### src/rtl/serial_compare_if.sv
// Handshake bundle for serial_compare: request (start_*, A, B, m),
// result (res_*, g, l) and busy status; master = requester, slave = comparator.
interface serial_compare_if #(
    parameter int N = 8
);
    logic         start_valid;
    logic         start_ready;
    logic [N-1:0] A;
    logic [N-1:0] B;
    logic [1:0]   m;
    logic         res_valid;
    logic         res_ready;
    logic         g;
    logic         l;
    logic         busy;

    modport master (
        output start_valid, A, B, m, res_ready,
        input  start_ready, res_valid, g, l, busy
    );

    modport slave (
        input  start_valid, A, B, m, res_ready,
        output start_ready, res_valid, g, l, busy
    );
endinterface

### src/rtl/serial_compare.sv
// Bit-serial MSB-first magnitude comparator (unsigned/signed, optional swap).
// Ports: clk, rst (async, active-high), bus (serial_compare_if.slave).
// Optional: SERIAL_COMPARE_EARLY_EXIT_EN finishes on the deciding bit.
module serial_compare #(
    parameter int N = 8
) (
    input  logic             clk,
    input  logic             rst,
    serial_compare_if.slave  bus
);
    localparam int IW = (N > 1) ? $clog2(N) : 1;

    typedef enum logic [1:0] {
        IDLE,
        SHIFT,
        DONE
    } state_t;

    state_t        state;
    logic [IW-1:0] idx;
    logic          decided;
    logic [N-1:0]  a_r;
    logic [N-1:0]  b_r;
    logic [1:0]    m_r;
    logic          g_r;
    logic          l_r;
    logic          sr_r;
    logic          rv_r;
    logic          busy_r;

    logic abit;
    logic bbit;
    logic inv;
    logic hit;
    logic new_g;
    logic new_l;
    logic last;
    logic stop;

    always_comb begin
        abit  = 1'b0;
        bbit  = 1'b0;
        inv   = 1'b0;
        hit   = 1'b0;
        new_g = 1'b0;
        new_l = 1'b0;
        last  = 1'b0;
        stop  = 1'b0;
        abit  = m_r[1] ? b_r[idx] : a_r[idx];
        bbit  = m_r[1] ? a_r[idx] : b_r[idx];
        // The sign bit carries negative weight, so its sense flips.
        inv   = m_r[0] && (idx == IW'(N - 1));
        new_g = inv ? (~abit & bbit) : (abit & ~bbit);
        new_l = inv ? (abit & ~bbit) : (~abit & bbit);
        hit   = !decided && (abit ^ bbit);
        last  = (idx == '0);
`ifdef SERIAL_COMPARE_EARLY_EXIT_EN
        stop  = last || hit;
`else
        stop  = last;
`endif
    end

    always_ff @(posedge clk or posedge rst) begin
        if (rst) begin
            state   <= IDLE;
            idx     <= '0;
            decided <= 1'b0;
            a_r     <= '0;
            b_r     <= '0;
            m_r     <= '0;
            g_r     <= 1'b0;
            l_r     <= 1'b0;
            sr_r    <= 1'b1;
            rv_r    <= 1'b0;
            busy_r  <= 1'b0;
        end else begin
            unique case (state)
                IDLE: begin
                    if (bus.start_valid) begin
                        a_r     <= bus.A;
                        b_r     <= bus.B;
                        m_r     <= bus.m;
                        idx     <= IW'(N - 1);
                        decided <= 1'b0;
                        g_r     <= 1'b0;
                        l_r     <= 1'b0;
                        sr_r    <= 1'b0;
                        busy_r  <= 1'b1;
                        state   <= SHIFT;
                    end
                end
                SHIFT: begin
                    if (hit) begin
                        g_r     <= new_g;
                        l_r     <= new_l;
                        decided <= 1'b1;
                    end
                    if (stop) begin
                        rv_r  <= 1'b1;
                        state <= DONE;
                    end else begin
                        idx <= idx - IW'(1);
                    end
                end
                DONE: begin
                    if (bus.res_ready) begin
                        rv_r   <= 1'b0;
                        busy_r <= 1'b0;
                        sr_r   <= 1'b1;
                        state  <= IDLE;
                    end
                end
                default: begin
                    state <= IDLE;
                end
            endcase
        end
    end

    assign bus.start_ready = sr_r;
    assign bus.res_valid   = rv_r;
    assign bus.g           = g_r;
    assign bus.l           = l_r;
    assign bus.busy        = busy_r;
endmodule

### src/flat_wrapper.sv
// flat-port wrapper written by rule: the top's interface ports become plain ports
module serial_compare_flat 
#(
    parameter int N = 8
)
  (clk, rst, bus_start_valid, bus_A, bus_B, bus_m, bus_res_ready, bus_start_ready, bus_res_valid, bus_g, bus_l, bus_busy);
  serial_compare_if #(.N(N)) bus_i ();
  input  logic clk;
  input  logic rst;
  input wire logic [$bits(bus_i.start_valid)-1:0] bus_start_valid;
  input wire logic [$bits(bus_i.A)-1:0] bus_A;
  input wire logic [$bits(bus_i.B)-1:0] bus_B;
  input wire logic [$bits(bus_i.m)-1:0] bus_m;
  input wire logic [$bits(bus_i.res_ready)-1:0] bus_res_ready;
  output wire logic [$bits(bus_i.start_ready)-1:0] bus_start_ready;
  output wire logic [$bits(bus_i.res_valid)-1:0] bus_res_valid;
  output wire logic [$bits(bus_i.g)-1:0] bus_g;
  output wire logic [$bits(bus_i.l)-1:0] bus_l;
  output wire logic [$bits(bus_i.busy)-1:0] bus_busy;
  assign bus_i.start_valid = bus_start_valid;
  assign bus_i.A = bus_A;
  assign bus_i.B = bus_B;
  assign bus_i.m = bus_m;
  assign bus_i.res_ready = bus_res_ready;
  assign bus_start_ready = bus_i.start_ready;
  assign bus_res_valid = bus_i.res_valid;
  assign bus_g = bus_i.g;
  assign bus_l = bus_i.l;
  assign bus_busy = bus_i.busy;
  serial_compare #(.N(N)) u_core (.clk(clk), .rst(rst), .bus(bus_i));
endmodule
### config.mk
export PLATFORM = sky130hd
export DESIGN_NAME = serial_compare_flat
export DESIGN_NICKNAME = d
export VERILOG_FILES = /design/src/rtl/serial_compare_if.sv /design/src/rtl/serial_compare.sv /design/src/flat_wrapper.sv
export SDC_FILE = /design/constraint.sdc
export NUM_CORES = 1
export LEC_CHECK = 0
export ABC_AREA = 1
export BUFFER_PORTS_ARGS = -buffer_cell sky130_fd_sc_hd__buf_2
export CAP_MARGIN = 20
export CORE_MARGIN = 2
export CORE_UTILIZATION = 45
export DETAILED_ROUTE_END_ITERATION = 7
export PLACE_DENSITY = 0.66
export REMOVE_ABC_BUFFERS = 1
export SYNTH_ARGS = -nofsm -noshare
export SYNTH_HDL_FRONTEND = slang
export SYNTH_SLANG_ARGS = --single-unit
### constraint.sdc
create_clock -name clk -period 2.64 [get_ports clk]
set_clock_uncertainty 0.1 [all_clocks]
set_input_delay 0.528 -clock clk [delete_from_list [all_inputs] [get_ports clk]]
set_output_delay 0.528 -clock clk [all_outputs]
set_load 0.02 [all_outputs]
# Yosys cells after proc, flatten, opt, wreduce, memory -nomap -nowiden
# Cells that the tools add are included.
op_classes:
  addsub: 1
  eq_ne: 8
  muxes: 29
  bitwise: 5
  reduce_logical: 14
  order_cmp: 1
ops:
  columns: ["operator", "n"]
  rows:
  - ["3-bit AND reduction", 5]
  - ["1-bit 2-to-1 mux", 14]
  - ["1-bit one-hot mux with 2 select lines", 6]
  - ["1-bit binary-select mux with 3-bit select", 2]
  - ["2-bit 2-to-1 mux", 3]
  - ["3-bit 2-to-1 mux", 2]
  - ["2-bit != test (second input constant)", 3]
  - ["2-bit one-hot mux with 3 select lines", 1]
  - ["3-bit one-hot mux with 2 select lines", 1]
  - ["2-bit nonzero test", 3]
  - ["3-bit by 4-bit < comparator with 1-bit output (second input constant)", 1]
  - ["2-bit by 1-bit != test with 1-bit output (second input constant)", 2]
  - ["3-bit == test (second input constant)", 1]
  - ["3-bit logical NOT", 1]
  - ["3-bit by 1-bit subtractor with 3-bit output (second input constant)", 1]
  - ["1-bit AND", 2]
  - ["2-bit by 1-bit == test with 1-bit output (second input constant)", 1]
  - ["2-bit == test (second input constant)", 1]
  - ["1-bit logical AND", 2]
  - ["2-bit logical NOT", 1]
  - ["1-bit inverter", 2]
  - ["2-bit AND reduction", 1]
  - ["1-bit logical NOT", 1]
  - ["1-bit XOR", 1]
word_totals:
  register_bits: 29
  output_inout_bits: 5
  wordCells: 69
  input_bits: 22

# Longest topological paths before layout
logic_depth:
  word_depth: 8
  ltp_mapped: 14
  depth_no_buf: 12

# Worst setup path before layout
# OpenSTA, ideal clock, no wires.
synth_timing:
  path_kind: "flip-flop to flip-flop"
  start: "register u_core.idx[0]"
  end: "register u_core.g_r (netlist: u_core.bus.g)"
  required_time_ns: 2.414
  setup_ns: 0.126
  arrival_time_ns: 1.644
  stages_incl_launch_ff: 15
  path_buffers: 2
  slack_ns: 0.770
  cell_sequence: "dfrtp_1 buf_6 inv_4 buf_8 nand2_1 nand3_1 nand3_2 nand2_1 nand2_1 nand2_1 ha_1 o21ai_0 o211ai_1 nand2_1 o21ai_0"
synth_via:
  elab_chain_len: 8
synth_rtl:
  columns: ["item", "line_no", "rtl"]
  rows:
  - ["from (decl)", "serial_compare.sv:20", "logic [IW-1:0] idx;"]
  - ["from (signal assigned)", "serial_compare.sv:84", "idx <= IW'(N - 1);"]
  - ["from (signal assigned)", "serial_compare.sv:103", "idx <= idx - IW'(1);"]
  - ["1-bit binary-select mux with 3-bit select", "serial_compare.sv:49, serial_compare.sv:50", null]
  - ["1-bit 2-to-1 mux (not written as such)", "serial_compare.sv:49, serial_compare.sv:50", null]
  - ["1-bit 2-to-1 mux (on tied branches)", "serial_compare.sv:50, serial_compare.sv:49", null]
  - ["1-bit inverter", "serial_compare.sv:53", "new_g = inv ? (~abit & bbit) : (abit & ~bbit);"]
  - ["1-bit AND", "serial_compare.sv:53", null]
  - ["1-bit 2-to-1 mux", "serial_compare.sv:53", null]
  - ["1-bit 2-to-1 mux", "serial_compare.sv:94", "if (hit) begin"]
  - ["1-bit one-hot mux with 2 select lines", "serial_compare.sv:78", "unique case (state)"]
  - ["to (signal assigned)", "serial_compare.sv:95", "g_r <= new_g;"]
  - ["to (decl)", "serial_compare.sv:25", "logic g_r;"]
# Parallel ways exist; a longest one is shown, timed or not. The select of a mux whose other input is x is not followed.
# A chain may end at the register's enable or synchronous reset.

# Worst setup path in the final report
layout_timing:
  start: "register u_core.idx[0]"
  end: "register u_core.l_r (netlist: u_core.bus.l)"
layout_via:
  elab_chain_len: 8
layout_rtl:
  columns: ["item", "line_no", "rtl"]
  rows:
  - ["1-bit binary-select mux with 3-bit select", "serial_compare.sv:49, serial_compare.sv:50", null]
  - ["1-bit 2-to-1 mux (not written as such)", "serial_compare.sv:49, serial_compare.sv:50", null]
  - ["1-bit 2-to-1 mux (on tied branches)", "serial_compare.sv:49, serial_compare.sv:50", null]
  - ["1-bit inverter", "serial_compare.sv:54", "new_l = inv ? (abit & ~bbit) : (~abit & bbit);"]
  - ["1-bit AND", "serial_compare.sv:54", null]
  - ["1-bit 2-to-1 mux", "serial_compare.sv:54", null]
  - ["1-bit 2-to-1 mux", "serial_compare.sv:94", null]
  - ["1-bit one-hot mux with 2 select lines", "serial_compare.sv:78", null]
  - ["to (signal assigned)", "serial_compare.sv:96", "l_r <= new_l;"]
  - ["to (decl)", "serial_compare.sv:26", "logic l_r;"]
# Parallel ways exist; a longest one is shown, timed or not. The select of a mux whose other input is x is not followed.

==> impl_metrics.yaml <==
power:
  p_int_mw: 1.16
  swShare: 0.449
  seqPwrFrac: 0.371
  p_leak_nw: 0.940
  p_sw_mw: 0.941
  irDropWorstVdd_uv: 482
  power.density_nw_per_um2: 1180
  combPwrFrac: 0.511
  clockPowerShare: 0.117
route:
  ant_nets: 0
  route.detailed.wl_per_inst_um: 11.3
  viasPerCell: 4.75
  wirelength_mm: 2.89
  drt_first_pass_iters: 4
  dr_total_vias: 1212
  drt_iter0_drc: 88
  drc: 0
critical_path:
  rr_worst_depth: 12
  worstPathArrival_ps: 2220
  r2r-start: "u_core.idx[0]"
  path_max_fanout: 12
  crit_required_ps: 2750
  r2r_slack_ps: 530
  worstSetupPathType: "flip-flop to flip-flop"
  r2r-end: "u_core.bus.l"
  cp-start-kind: "flip-flop"
  critPathCaptureType: "flip-flop"
clock_network:
  cts_root_buf: "clkbuf_4"
  cts_tree: "yes"
  cts_hold_buffers: 0
  cts_made_buffers: 5
  post_cts_buffers: 0
  cts.path.max_buffers: 2
  ctsResizeCount: 0
  path_clk_slew_ps: 80
  h-tree-depth: 2
  cts.sinks: 29
  clk_latency_ps: 330
global_route:
  grt_pass1_wl_mm: 5.18
  grt_pass1_vias: 1227
  antenna_found_initial: 0
  grt_max_degree: 30
  grt_overflow: 0
  grt.total_usage: 0.167
synthesis:
  synth_seq_area_share: 0.455
  syn-cell-area_sq_um: 1600
  synth.avg_cell_area_sq_um: 8.93
  ys_seq_elements: 29
  syn_inst: 179
  synth_warnings: 0
  synth.distinct_cells: 29
status:
  status: "finished clean"
finish:
  final_cell_mix: "nand2_1, dfrtp_1, inv_1, buf_2, nor2_1"
  nets: 235
  final_area_sq_um: 1770
  syn_to_final_growth_pct: 10.9
  layout_commonest_cell: "nand2_1"
  nFillCells: 334
  num_antenna_cells: 0
  drive_gt1_frac: 0.325
sta:
  worst_slew_pin_slew_ps: 720
  hold_violations: 0
  finalSetupViolCount: 0
  grt_setup_unrepaired: "no"
  maxClockFrequency_mhz: 474
  fin_crit_sh: 0.799
  final.setup.tns_ps: 0
  slew_viol_final: 0
  period_minus_slack_ps: 2110
  slew_headroom: 0.518
floorplan:
  ios: 27
  start_util: 0.475
  coreArea_sq_um: 3360
  die_y_um: 63.6
  num_rows: 21
  dieArea_sq_um: 4050
  die_w_um: 63.6
hold_path:
  hp-class: "input pin to asynchronous set/reset pin"
place:
  place_congestion: 0.782
  io_buffers: 26
  placed_area_sq_um: 1720
  detailed_place_hpwl_mm: 2.17
flow_run:
  drv_cap: 0
layout make-up:
cell class,instances,area [sq um],share of cell area
clock buffers,8,48.8,0.0275
inverters,28,108,0.0607
flip-flops and latches,29,727,0.410
well taps,46,57.6,0.0325
multi-input cells,116,687,0.387
repair buffers,28,145,0.0819
per-stage QoR:
| stage | total power, mW | utilization | hold WS, ps | setup slack [ps] | instances |
|---|---|---|---|---|---|
| after detailed placement | 1.87 | 0.513 | 374 | 551 | 247 |
| final | 2.10 | 0.527 | 152 | 532 | 255 |
| after floorplan | 1.61 | - | 371 | 767 | 173 |
| after global routing | 2.32 | 0.527 | 177 | 256 | 255 |
| after CTS | 2.13 | 0.527 | 159 | 539 | 255 |
| after global placement | 1.81 | 0.513 | 367 | 669 | 247 |
routing by layer:
layer	global-route usage	wire length (um)	vias to the layer above
met5	0	0	-
met4	0.0652	34	0
met3	0.0607	154	5
met2	0.282	1430	27
met1	0.192	1270	558
li1	-	-	622
power by group through the flow:
stage	combinational, mW	clock (mW)	sequential, mW
finish	1.07	0.246	0.779
global route	1.24	0.282	0.804
CTS	1.09	0.257	0.781
detailed placement	1.08	0	0.788
global placement	1.03	0	0.776
floorplan	0.821	0	0.789
synth_stat cells:
cell	count	area, sq um
dfstp_2	1	26.3
dfrtp_1	28	701
o21ai_2	1	8.76
buf_2	1	5.00
a21oi_2	17	149
buf_8	2	30.0
mux2_4	1	15.0
inv_4	1	6.26
a31oi_1	1	6.26
buf_12	1	20.0
nand2_1	29	109
nand2_2	6	37.5
buf_6	2	22.5
a21oi_1	1	5.00
nand2_4	1	11.3
nor2_2	1	6.26
o31ai_1	1	7.51
o211ai_1	1	7.51
nand3_1	14	70.1
nor2_4	1	11.3
ha_1	5	62.6
nor2_1	20	75.1
and3_1	1	6.26
inv_1	26	97.6
inv_2	1	3.75
nand3_2	4	40.0
xor2_1	1	8.76
o21ai_0	9	45.0
o21ai_1	1	5.00
kinds of logic (layout without fill, tap and decap cells):
| group | after synthesis | in the layout | share of synthesized area |
|---|---|---|---|
| buf+inv | 34 | 64 | 0.116 |
| flops | 29 | 29 | 0.455 |
| mux | 1 | 1 | 0.00939 |
| simple gates | 77 | 77 | 0.229 |
| xor+xnor | 1 | 1 | 0.00548 |
| compound gates | 32 | 32 | 0.146 |
| fa+ha+maj | 5 | 5 | 0.0391 |
worst max path at each step:
stage                       start      endpoint  slack (ps)  cells past startpoint
floorplan           u_core.idx[0]  u_core.bus.g         770                     12
global placement    u_core.idx[0]  u_core.bus.g         670                     12
detailed placement  u_core.idx[0]  u_core.bus.l         550                     12
CTS                 u_core.idx[0]  u_core.bus.l         540                     12
global route        u_core.idx[0]  u_core.bus.g         260                     12
finish              u_core.idx[0]  u_core.bus.l         530                     12
flip-flops by register name, indices dropped and copies added, names as in the netlist:
name and count:
u_core.a_r 8, u_core.b_r 8, u_core.idx 3, u_core.m_r 2, u_core.state 2, u_core.bus.busy 1, u_core.bus.g 1, u_core.bus.l 1
u_core.bus.res_valid 1, u_core.bus.start_ready 1, u_core.decided 1
critical path, cell delays in order, from the launching register on:
cell      delay [ps]
dfrtp_1          560
inv_4            130
nand2_1           90
nand3_1           80
nand3_2          100
nand2_1           90
nand2_1           70
nand2_1           50
ha_1             300
o21ai_0          170
o211ai_1         130
nand2_1           70
o21ai_0           70
(Power assumes the default switching activity.)
